--- src/rtl/note_bank_synth.sv ---
// note_bank_synth: polyphonic square-wave note bank.
// Each voice runs a phase counter against its live period and an amplitude
// envelope; all voice samples are summed, clamped and registered into mix_out.
// Optional feature macro: NOTE_BANK_ENVELOPE_EN
//   defined   : attack / sustain / release envelope, paced by a prescaler tick
//   undefined : plain gated square wave at full amplitude
module note_bank_synth #(
   parameter int NUM_VOICES   = 21,
   parameter int PERIOD_W     = 20,
   parameter int AMP_W        = 16,
   parameter int OUT_W        = 32,
   parameter int ENV_DIV      = 50000,
   parameter int ATTACK_STEP  = 64,
   parameter int RELEASE_STEP = 16
) (
   input  logic                           clock,
   input  logic                           reset,
   input  logic [NUM_VOICES-1:0]          play_note,
   input  logic [NUM_VOICES*PERIOD_W-1:0] periods,
   output logic signed [OUT_W-1:0]        mix_out,
   output logic [NUM_VOICES-1:0]          active_mask
);

   // Accumulator is wide enough that the sum of all voices cannot wrap.
   localparam int SUM_W = OUT_W + $clog2(NUM_VOICES) + 1;

   localparam logic [AMP_W-1:0] AMP_MAX = {1'b0, {(AMP_W-1){1'b1}}};

   localparam logic signed [SUM_W-1:0] MIX_MAX =
      {{(SUM_W-OUT_W+1){1'b0}}, {(OUT_W-1){1'b1}}};
   localparam logic signed [SUM_W-1:0] MIX_MIN =
      {{(SUM_W-OUT_W+1){1'b1}}, {(OUT_W-1){1'b0}}};

   typedef enum logic [1:0] {
      IDLE    = 2'd0,
      ATTACK  = 2'd1,
      SUSTAIN = 2'd2,
      RELEASE = 2'd3
   } voice_state_t;

   voice_state_t            state_p0  [NUM_VOICES];
   logic [PERIOD_W-1:0]     cnt_p0    [NUM_VOICES];
   logic [AMP_W-1:0]        level_p0  [NUM_VOICES];

   voice_state_t            state_nxt [NUM_VOICES];
   logic [PERIOD_W-1:0]     cnt_nxt   [NUM_VOICES];
   logic [AMP_W-1:0]        level_nxt [NUM_VOICES];

   logic [PERIOD_W-1:0]     period_v  [NUM_VOICES];
   logic signed [SUM_W-1:0] mix_sum;

   // Next phase value: wraps after period-1, and also recovers at once when a
   // live period change has left the counter at or beyond the new period.
   function automatic logic [PERIOD_W-1:0] phase_advance(
      input logic [PERIOD_W-1:0] cnt,
      input logic [PERIOD_W-1:0] period
   );
      logic [PERIOD_W:0] inc;
      inc = {1'b0, cnt} + (PERIOD_W+1)'(1);
      if (inc >= {1'b0, period})
         return '0;
      return inc[PERIOD_W-1:0];
   endfunction

   // Signed contribution of one voice; periods 0 and 1 cannot form a square
   // wave, so they are silent while the envelope keeps running.
   function automatic logic signed [SUM_W-1:0] voice_sample(
      input voice_state_t        st,
      input logic [PERIOD_W-1:0] cnt,
      input logic [PERIOD_W-1:0] period,
      input logic [AMP_W-1:0]    level
   );
      logic signed [SUM_W-1:0] mag;
      mag = $signed({{(SUM_W-AMP_W){1'b0}}, level});
      if (st == IDLE || period < PERIOD_W'(2))
         return '0;
      if (cnt < (period >> 1))
         return mag;
      return -mag;
   endfunction

   // Clamp the wide sum into the signed OUT_W output range.
   function automatic logic signed [OUT_W-1:0] saturate(
      input logic signed [SUM_W-1:0] x
   );
      if (x > MIX_MAX)
         return MIX_MAX[OUT_W-1:0];
      if (x < MIX_MIN)
         return MIX_MIN[OUT_W-1:0];
      return x[OUT_W-1:0];
   endfunction

`ifdef NOTE_BANK_ENVELOPE_EN
   localparam int DIV_W = (ENV_DIV > 1) ? $clog2(ENV_DIV) : 1;
   localparam logic [DIV_W-1:0] DIV_LAST = DIV_W'(ENV_DIV - 1);
   localparam logic [AMP_W:0]   ATK_INC  = (AMP_W+1)'(ATTACK_STEP);
   localparam logic [AMP_W:0]   REL_DEC  = (AMP_W+1)'(RELEASE_STEP);

   logic [DIV_W-1:0] presc_p0;
   logic             env_tick;

   // Attack step, saturating at full scale.
   function automatic logic [AMP_W-1:0] attack_level(input logic [AMP_W-1:0] lvl);
      logic [AMP_W:0] sum;
      sum = {1'b0, lvl} + ATK_INC;
      if (sum >= {1'b0, AMP_MAX})
         return AMP_MAX;
      return sum[AMP_W-1:0];
   endfunction

   // Release step, floored at silence.
   function automatic logic [AMP_W-1:0] release_level(input logic [AMP_W-1:0] lvl);
      if ({1'b0, lvl} <= REL_DEC)
         return '0;
      return lvl - REL_DEC[AMP_W-1:0];
   endfunction

   assign env_tick = (presc_p0 == DIV_LAST);

   // Envelope prescaler: free-running 0..ENV_DIV-1, tick on the last count.
   always_ff @(posedge clock or posedge reset) begin
      if (reset)
         presc_p0 <= '0;
      else if (env_tick)
         presc_p0 <= '0;
      else
         presc_p0 <= presc_p0 + DIV_W'(1);
   end
`endif

   // Slice the packed period bus into one field per voice.
   for (genvar g = 0; g < NUM_VOICES; g++) begin : g_period
      assign period_v[g] = periods[g*PERIOD_W +: PERIOD_W];
   end

   // Per-voice next state: gate changes win over the envelope tick.
   always_comb begin
      for (int i = 0; i < NUM_VOICES; i++) begin
         state_nxt[i] = state_p0[i];
         cnt_nxt[i]   = phase_advance(cnt_p0[i], period_v[i]);
         level_nxt[i] = level_p0[i];
         case (state_p0[i])
`ifdef NOTE_BANK_ENVELOPE_EN
            IDLE: begin
               cnt_nxt[i]   = '0;
               level_nxt[i] = '0;
               if (play_note[i])
                  state_nxt[i] = ATTACK;
            end
            ATTACK: begin
               if (!play_note[i]) begin
                  state_nxt[i] = RELEASE;
               end else if (env_tick) begin
                  level_nxt[i] = attack_level(level_p0[i]);
                  if (level_nxt[i] == AMP_MAX)
                     state_nxt[i] = SUSTAIN;
               end
            end
            SUSTAIN: begin
               level_nxt[i] = AMP_MAX;
               if (!play_note[i])
                  state_nxt[i] = RELEASE;
            end
            RELEASE: begin
               // Retrigger resumes from the current level and keeps the phase.
               if (play_note[i]) begin
                  state_nxt[i] = ATTACK;
               end else if (env_tick) begin
                  level_nxt[i] = release_level(level_p0[i]);
                  if (level_nxt[i] == '0) begin
                     state_nxt[i] = IDLE;
                     cnt_nxt[i]   = '0;
                  end
               end
            end
            default: begin
               state_nxt[i] = IDLE;
               cnt_nxt[i]   = '0;
               level_nxt[i] = '0;
            end
`else
            IDLE: begin
               cnt_nxt[i]   = '0;
               level_nxt[i] = '0;
               if (play_note[i]) begin
                  state_nxt[i] = SUSTAIN;
                  level_nxt[i] = AMP_MAX;
               end
            end
            default: begin
               // Only SUSTAIN is reachable here; the gate alone decides.
               if (!play_note[i]) begin
                  state_nxt[i] = IDLE;
                  cnt_nxt[i]   = '0;
                  level_nxt[i] = '0;
               end else begin
                  state_nxt[i] = SUSTAIN;
                  level_nxt[i] = AMP_MAX;
               end
            end
`endif
         endcase
      end
   end

   // ---- stage p0: voice registers ----
   // Voice state, phase and level registers.
   always_ff @(posedge clock or posedge reset) begin
      if (reset) begin
         for (int i = 0; i < NUM_VOICES; i++) begin
            state_p0[i] <= IDLE;
            cnt_p0[i]   <= '0;
            level_p0[i] <= '0;
         end
      end else begin
         for (int i = 0; i < NUM_VOICES; i++) begin
            state_p0[i] <= state_nxt[i];
            cnt_p0[i]   <= cnt_nxt[i];
            level_p0[i] <= level_nxt[i];
         end
      end
   end

   // Voice activity flags straight from the state registers.
   always_comb begin
      active_mask = '0;
      for (int i = 0; i < NUM_VOICES; i++)
         active_mask[i] = (state_p0[i] != IDLE);
   end

   // Wide sum of all voice samples.
   always_comb begin
      mix_sum = '0;
      for (int i = 0; i < NUM_VOICES; i++)
         mix_sum = mix_sum + voice_sample(state_p0[i], cnt_p0[i], period_v[i], level_p0[i]);
   end

   // ---- stage p1: registered mix ----
   // Saturated mix register, one clock behind the voice registers.
   always_ff @(posedge clock or posedge reset) begin
      if (reset)
         mix_out <= '0;
      else
         mix_out <= saturate(mix_sum);
   end

endmodule

--- config.mk ---
export PLATFORM = sky130hd
export DESIGN_NAME = note_bank_synth
export DESIGN_NICKNAME = d
export VERILOG_FILES = /design/src/rtl/note_bank_synth.sv
export SDC_FILE = /design/constraint.sdc
export NUM_CORES = 2
export LEC_CHECK = 0
export ABC_AREA = 1
export BUFFER_PORTS_ARGS = -buffer_cell sky130_fd_sc_hd__buf_2
export CAP_MARGIN = 15
export CORE_AREA = 3 3 594 360
export DETAILED_ROUTE_END_ITERATION = 16
export DIE_AREA = 0 0 597 363
export GPL_ROUTABILITY_DRIVEN = 0
export SYNTH_ARGS = -nofsm -noshare
export SYNTH_HDL_FRONTEND = slang
export SYNTH_SLANG_ARGS = --single-unit
--- constraint.sdc ---
create_clock -name clock -period 26.5 [get_ports clock]
set_clock_uncertainty 0.2 [all_clocks]
set_input_delay 2.65 -clock clock [delete_from_list [all_inputs] [get_ports clock]]
set_output_delay 2.65 -clock clock [all_outputs]
set_load 0.01 [all_outputs]
== Word level (Yosys, flattened, before mapping) ==
Cells that the tools add are included.

* Multipliers: 0
* Shift operators: 0
* Order comparisons: 65
* Equal/unequal tests: 21
* Bitwise gates (word level): 0
* Add/sub/neg operators: 62
* Divide/modulo/power cells: 0
* Reductions and logical operators: 63
* Mux-type cells: 343

{| class="wikitable"
|+ Operator list
! operator !! number
|-
| 2-to-1 mux 38 bit || 84
|-
| 2-to-1 mux 20 bit || 84
|-
| negation 16 -> 38 bit || 21
|-
| adder 38 bit || 20
|-
| adder 20 x 1 -> 21 bit (second input constant) || 21
|-
| greater-or-equal comparator 21 x 20 -> 1 bit || 21
|-
| less-than comparator 20 x 19 -> 1 bit || 21
|-
| less-than comparator 20 x 2 -> 1 bit (second input constant) || 21
|-
| 2-to-1 mux 15 bit || 21
|-
| 2-to-1 mux 32 bit || 4
|-
| 2-to-1 mux 2 bit || 63
|-
| 2-to-1 mux 1 bit || 87
|-
| logical NOT 2 bit || 21
|-
| inequality test 2 bit (second input constant) || 21
|-
| nonzero test 2 bit || 21
|-
| > comparator 38 x 32 -> 1 bit (second input constant) || 1
|-
| less-than comparator 38 x 32 -> 1 bit (second input constant) || 1
|-
| logical OR 1 bit || 21
|}

* Memory bits (writable): 0
* Memories kept: 0
* ROM bits: 0
* Output and inout bits: 53
* Input port bits: 443
* Logic and storage cells: 618
* Register bits after elaboration: 830
* Latch bits: 0

== Depth between registers and ports, before layout ==
* Depth in word-level cells: 31
* Depth in mapped cells: 44
* Gate-level depth less buffers: 43

== Least setup slack after synthesis ==
No wires, ideal clock.

* Path kind: input-to-reg
* Start point: input periods[308]
* End point: register mix_out[13]
* Arrival time: 9.217 ns
* Cell stages on the path: 37
* Buffers on the path: 1
* Path slack: 16.962 ns
* Required time: 26.179 ns
* Setup time: 0.121 ns
* Path through: inv_1 ha_1 a21oi_1 o21ai_0 nand2_1 o211ai_1 nand2_1 nand3_1 or2_2 fa_1 inv_1 fa_1 inv_1 fa_1 inv_1 fa_1 fa_1 inv_1 fa_1 fa_1 inv_1 ha_1 inv_1 fa_1 inv_1 nand3_1 nand2_1 nand2_1 o211ai_1 nand2_1 nand3_1 nand2_1 nand2_4 nand2_4 buf_6 nand2_1 nand2_1

* Word-level cells in the longest chain between the ends: 16
* Elaborated cells between the ends (all ways): 23
* Classes of those cells: 6 x add/sub; 4 x order compare; 12 x mux; 1 x reduce/logical

{| class="wikitable"
|+ Ends and longest elaborated chain
! what !! line !! RTL
|-
| from (decl) || 19 || <nowiki>input logic [NUM_VOICES*PERIOD_W-1:0] periods,</nowiki>
|-
| less-than comparator 20 x 19 -> 1 bit || 77 || <nowiki>if (cnt < (period >> 1))</nowiki>
|-
| 2-to-1 mux 1 bit (2 in a row) || 77 ||
|-
| 2-to-1 mux 38 bit || 79 || <nowiki>return -mag;</nowiki>
|-
| 2-to-1 mux 38 bit (*) || 77 ||
|-
| adder 38 bit (*) (6 in a row) || 235 || <nowiki>mix_sum = mix_sum + voice_sample(state_p0[i], cnt_p0[i], period_v[i], level_p0[i]);</nowiki>
|-
| less-than comparator 38 x 32 -> 1 bit || 88 || <nowiki>if (x < MIX_MIN)</nowiki>
|-
| 2-to-1 mux 1 bit (2 in a row) || 88 ||
|-
| 2-to-1 mux 32 bit || 90 || <nowiki>return x[OUT_W-1:0];</nowiki>
|-
| 2-to-1 mux 32 bit (*) || 88 ||
|-
| to (signal assigned) || 244 || <nowiki>mix_out <= saturate(mix_sum);</nowiki>
|-
| to (decl) || 20 || <nowiki>output logic signed [OUT_W-1:0] mix_out,</nowiki>
|}

Mark *: on every way between the ends. The rest lies on a longest branch, timed or not. The select of a mux whose other input is x is not followed.
A chain may end at the register's enable or synchronous reset.

== Worst setup path after layout ==
* Start point: input periods[34]
* End point: register mix_out[13]

* Word-level cells in the longest chain between the ends: 30
* Elaborated cells between the ends (all ways): 37
* Classes of those cells: 20 x add/sub; 4 x order compare; 12 x mux; 1 x reduce/logical

{| class="wikitable"
|+ Ends and longest elaborated chain
! what !! line
|-
| less-than comparator 20 x 19 -> 1 bit || 77
|-
| 2-to-1 mux 1 bit (2 in a row) || 77
|-
| 2-to-1 mux 38 bit || 79
|-
| 2-to-1 mux 38 bit (*) || 77
|-
| adder 38 bit (*) (20 in a row) || 235
|-
| less-than comparator 38 x 32 -> 1 bit || 88
|-
| 2-to-1 mux 1 bit (2 in a row) || 88
|-
| 2-to-1 mux 32 bit || 90
|-
| 2-to-1 mux 32 bit (*) || 88
|}

Marks and branches as above.

==> flow_metrics.tcl <==
set metrics [dict create \
    synthDistinctLibCells 51 \
    cts_resized 0 \
    post_drt_via_cell_ratio 4.85 \
    num_vias 50500 \
    switching_power_mw 2.25 \
    holdCritStartpoint "cnt_p0[140]" \
    slew_headroom 0.281 \
    syn_area_per_cell_um2 7.29 \
    worstMarginPinSlew_ps 1080 \
    power_mw 4.63 \
    synth_fp_nets 8540 \
    post-place-ws_ps 14690 \
    clock_latency_ps 660 \
    ys.flop_type "dfrtp_1" \
    powerDensity_mw_per_mm2 77.3 \
    track_usage 0.163 \
    synth_fa_ha_area_frac 0.242 \
    core_area_mm2 0.209 \
    synth_top_cell_by_area "dfrtp_1" \
    hp-class "reg2reg" \
    synth_top_family_by_area "simple AND/OR/NAND/NOR gates" \
    p_comb_frac 0.601 \
    use_met2 0.232 \
    clkSinkCount 494 \
    grt_first_pass_wirelength_um 282000 \
    htreeDepth 3 \
    path_clk_slew_ps 60 \
    rows 130 \
    grt_pass1_vias 48600 \
    gr-total-overflow 0 \
    syn-cell-area_mm2 0.0521 \
    finalHoldViolations 0 \
    grt_util_met1 0.250 \
    cts_tree "done" \
    clockBufferDepth 3 \
    first_pass_iters 6 \
    r2r-start "cnt_p0[393]" \
    area_growth_pct 14.8 \
    muxShareOfSynthArea 0 \
    endpoint_kind "register" \
    async_flop_share 1.00 \
    ys.warnings.count 0 \
    crit_slowest_cell "fa_1" \
    io_pins 496 \
    postCtsSetupBuffers 0 \
    antenna_found_initial 28 \
    slew_viol_final 0 \
    root_buffer "clkbuf_16" \
    initial_utilization 0.250 \
    critical_path_arrival_ps 10930 \
    synth_edf_count 0 \
    rrSetupSlack_ps 17640 \
    setup_violations 0 \
    synthCells 7148 \
    fin_area_mm2 0.0599 \
    die_width_um 597 \
    switching_share 0.485 \
    use_met3 0.0307 \
    grt_most_used_layer "met1" \
    drt_drc_violations_left 0 \
    cts_buffers 66 \
    synth_compound_area_frac 0.0763 \
    placed_cell_area_mm2 0.0575 \
    ant_nets 0 \
    fin_ws_ps 15940 \
    drive_gt1_frac 0.0958 \
    synth_area_leaders "dfrtp_1 (24%), ha_1 (20%), nand2_1 (9.4%)" \
    cpMostUsedCell "inv_1" \
    ys_seq_elements 494 \
    cts_hold_buf 0 \
    slowest_delay_ps 780 \
    dp_hpwl_um 149000 \
    crit_path_start_kind "input pin" \
    worstSetupPathType "in2reg" \
    power_frac_seq 0.182 \
    fin_crit_sh 0.399 \
    leakagePower_nw 31.3 \
    wire_per_inst_um 17.4 \
    rsz0062_at_grt "false" \
    dieArea_mm2 0.217 \
    holdWs_ps 402 \
    drtIter0Drc 4634 \
    nets 8974 \
    critical_path_peak_fanout 26 \
    yosysSeqAreaShare 0.237 \
    grt_max_degree 144 \
    synth_xor_xnor_area_share 0.0558 \
    ir_drop_uv 286 \
    synth_top_area_share 0.237 \
    fmax_ghz 0.0947 \
    critPathLaunch "periods[34]" \
    numPortBuffers 495 \
    cap_violations 0 \
    fin_tns_setup_ps 0 \
    p_int_mw 2.38 \
    status "complete, no violations" \
    fin_crit_ps 10560 \
    clockPowerShare 0.217 \
    routed_wl_um 181000 \
    die-height_um 363 \
    synthSimpleGateAreaFrac 0.289 \
    required_ps 26870 \
]
per-stage QoR:
| step | util | instances |
|---|---|---|
| 3_5_place_dp | 0.275 | 10300 |
| 4_1_cts | 0.286 | 10400 |
| 5_1_grt | 0.287 | 10400 |
| 3_3_place_gp | 0.275 | 10300 |
| 2_1_floorplan | - | 7148 |
| 6_report | 0.287 | 10400 |
area by class of cell:
class	instances	area, um2
Antenna cell	12	30.0
Clock buffer	83	1870
Clock inverter	32	464
Fill cell	22600	149000
Inverter	1193	4490
Multi-Input combinational cell	5314	34600
Sequential cell	494	12400
Tap cell	2772	3470
Timing Repair Buffer	513	2630
per-layer routing:
metal  routed length (um)  vias up
met5                   27        -
met4                 3600        4
met3                13800      196
met2                72600     1793
met1                91300    23900
li1                     -    24600
sequential cells by signal, indices dropped and copies added (netlist names):
register,flops
state_p0,21
level_p0,21
cnt_p0,420
mix_out,32
logic make-up (layout without fill, tap and decap cells):
family | count (synthesis) | after routing
AND/OR/NAND/NOR | 3334 | 3334
buffers and inverters | 1340 | 1821
adder cells (fa/ha/maj) | 949 | 949
AO/OA/AOI/OAI | 700 | 700
flip-flops | 494 | 494
XOR/XNOR | 331 | 331
other | 0 | 12
cells in the mapped netlist (66+ instances only):
cell,number
nor3_1,137
o21ai_0,137
nand2_1,1306
clkbuf_1,66
fa_1,97
ha_1,852
xor2_1,206
nor4_1,67
a21oi_1,376
nor2_1,914
nand4_1,538
dfrtp_1,494
inv_1,1185
xnor2_1,124
nand3_1,212
cells in the final DEF, fill, tap and decap left out, types with 13 or more instances in the layout:
cell type,count
fa_1,97
nor3b_1,14
buf_4,16
o21a_1,16
a21oi_1,376
nand4_1,538
a211oi_1,15
nand2_1,1306
nand3_1,212
nor2_1,914
ha_1,852
a21boi_0,20
nor4_1,66
a31oi_1,20
nand3b_1,38
buf_2,495
inv_1,1184
xnor2_1,124
clkbuf_16,68
o211ai_1,50
o21ai_0,137
o21bai_1,14
nor2_2,53
nor3_1,137
a21o_1,13
xor2_1,206
dfrtp_1,494
path summary, 6_finish.rpt:
kind | depth (start not counted) | endpoint
setup / recovery | 40 | mix_out[13]
hold / removal | 1 | cnt_p0[140]
setup reg to reg | 38 | mix_out[13]
hold reg to reg | 1 | cnt_p0[140]
max in group asynchronous | 6 | level_p0[13]
min in group asynchronous | 2 | cnt_p0[295]
power groups by stage:
stage	logic, mW	registers (mW)	clock network (mW)
5_1_grt	3.17	0.845	1.07
3_3_place_gp	2.78	0.860	0
3_5_place_dp	2.79	0.859	0
4_1_cts	2.81	0.846	1.04
2_1_floorplan	1.95	0.863	0
6_report	2.78	0.844	1.00
worst max-delay path: cells and delay by family:
family,cells,cell delay (ps)
fa+ha+maj,9,3900
simple gates,16,2480
buf+inv,10,930
compound gates,3,590
xor+xnor,2,340
Power figures use the tool's default switching activity.
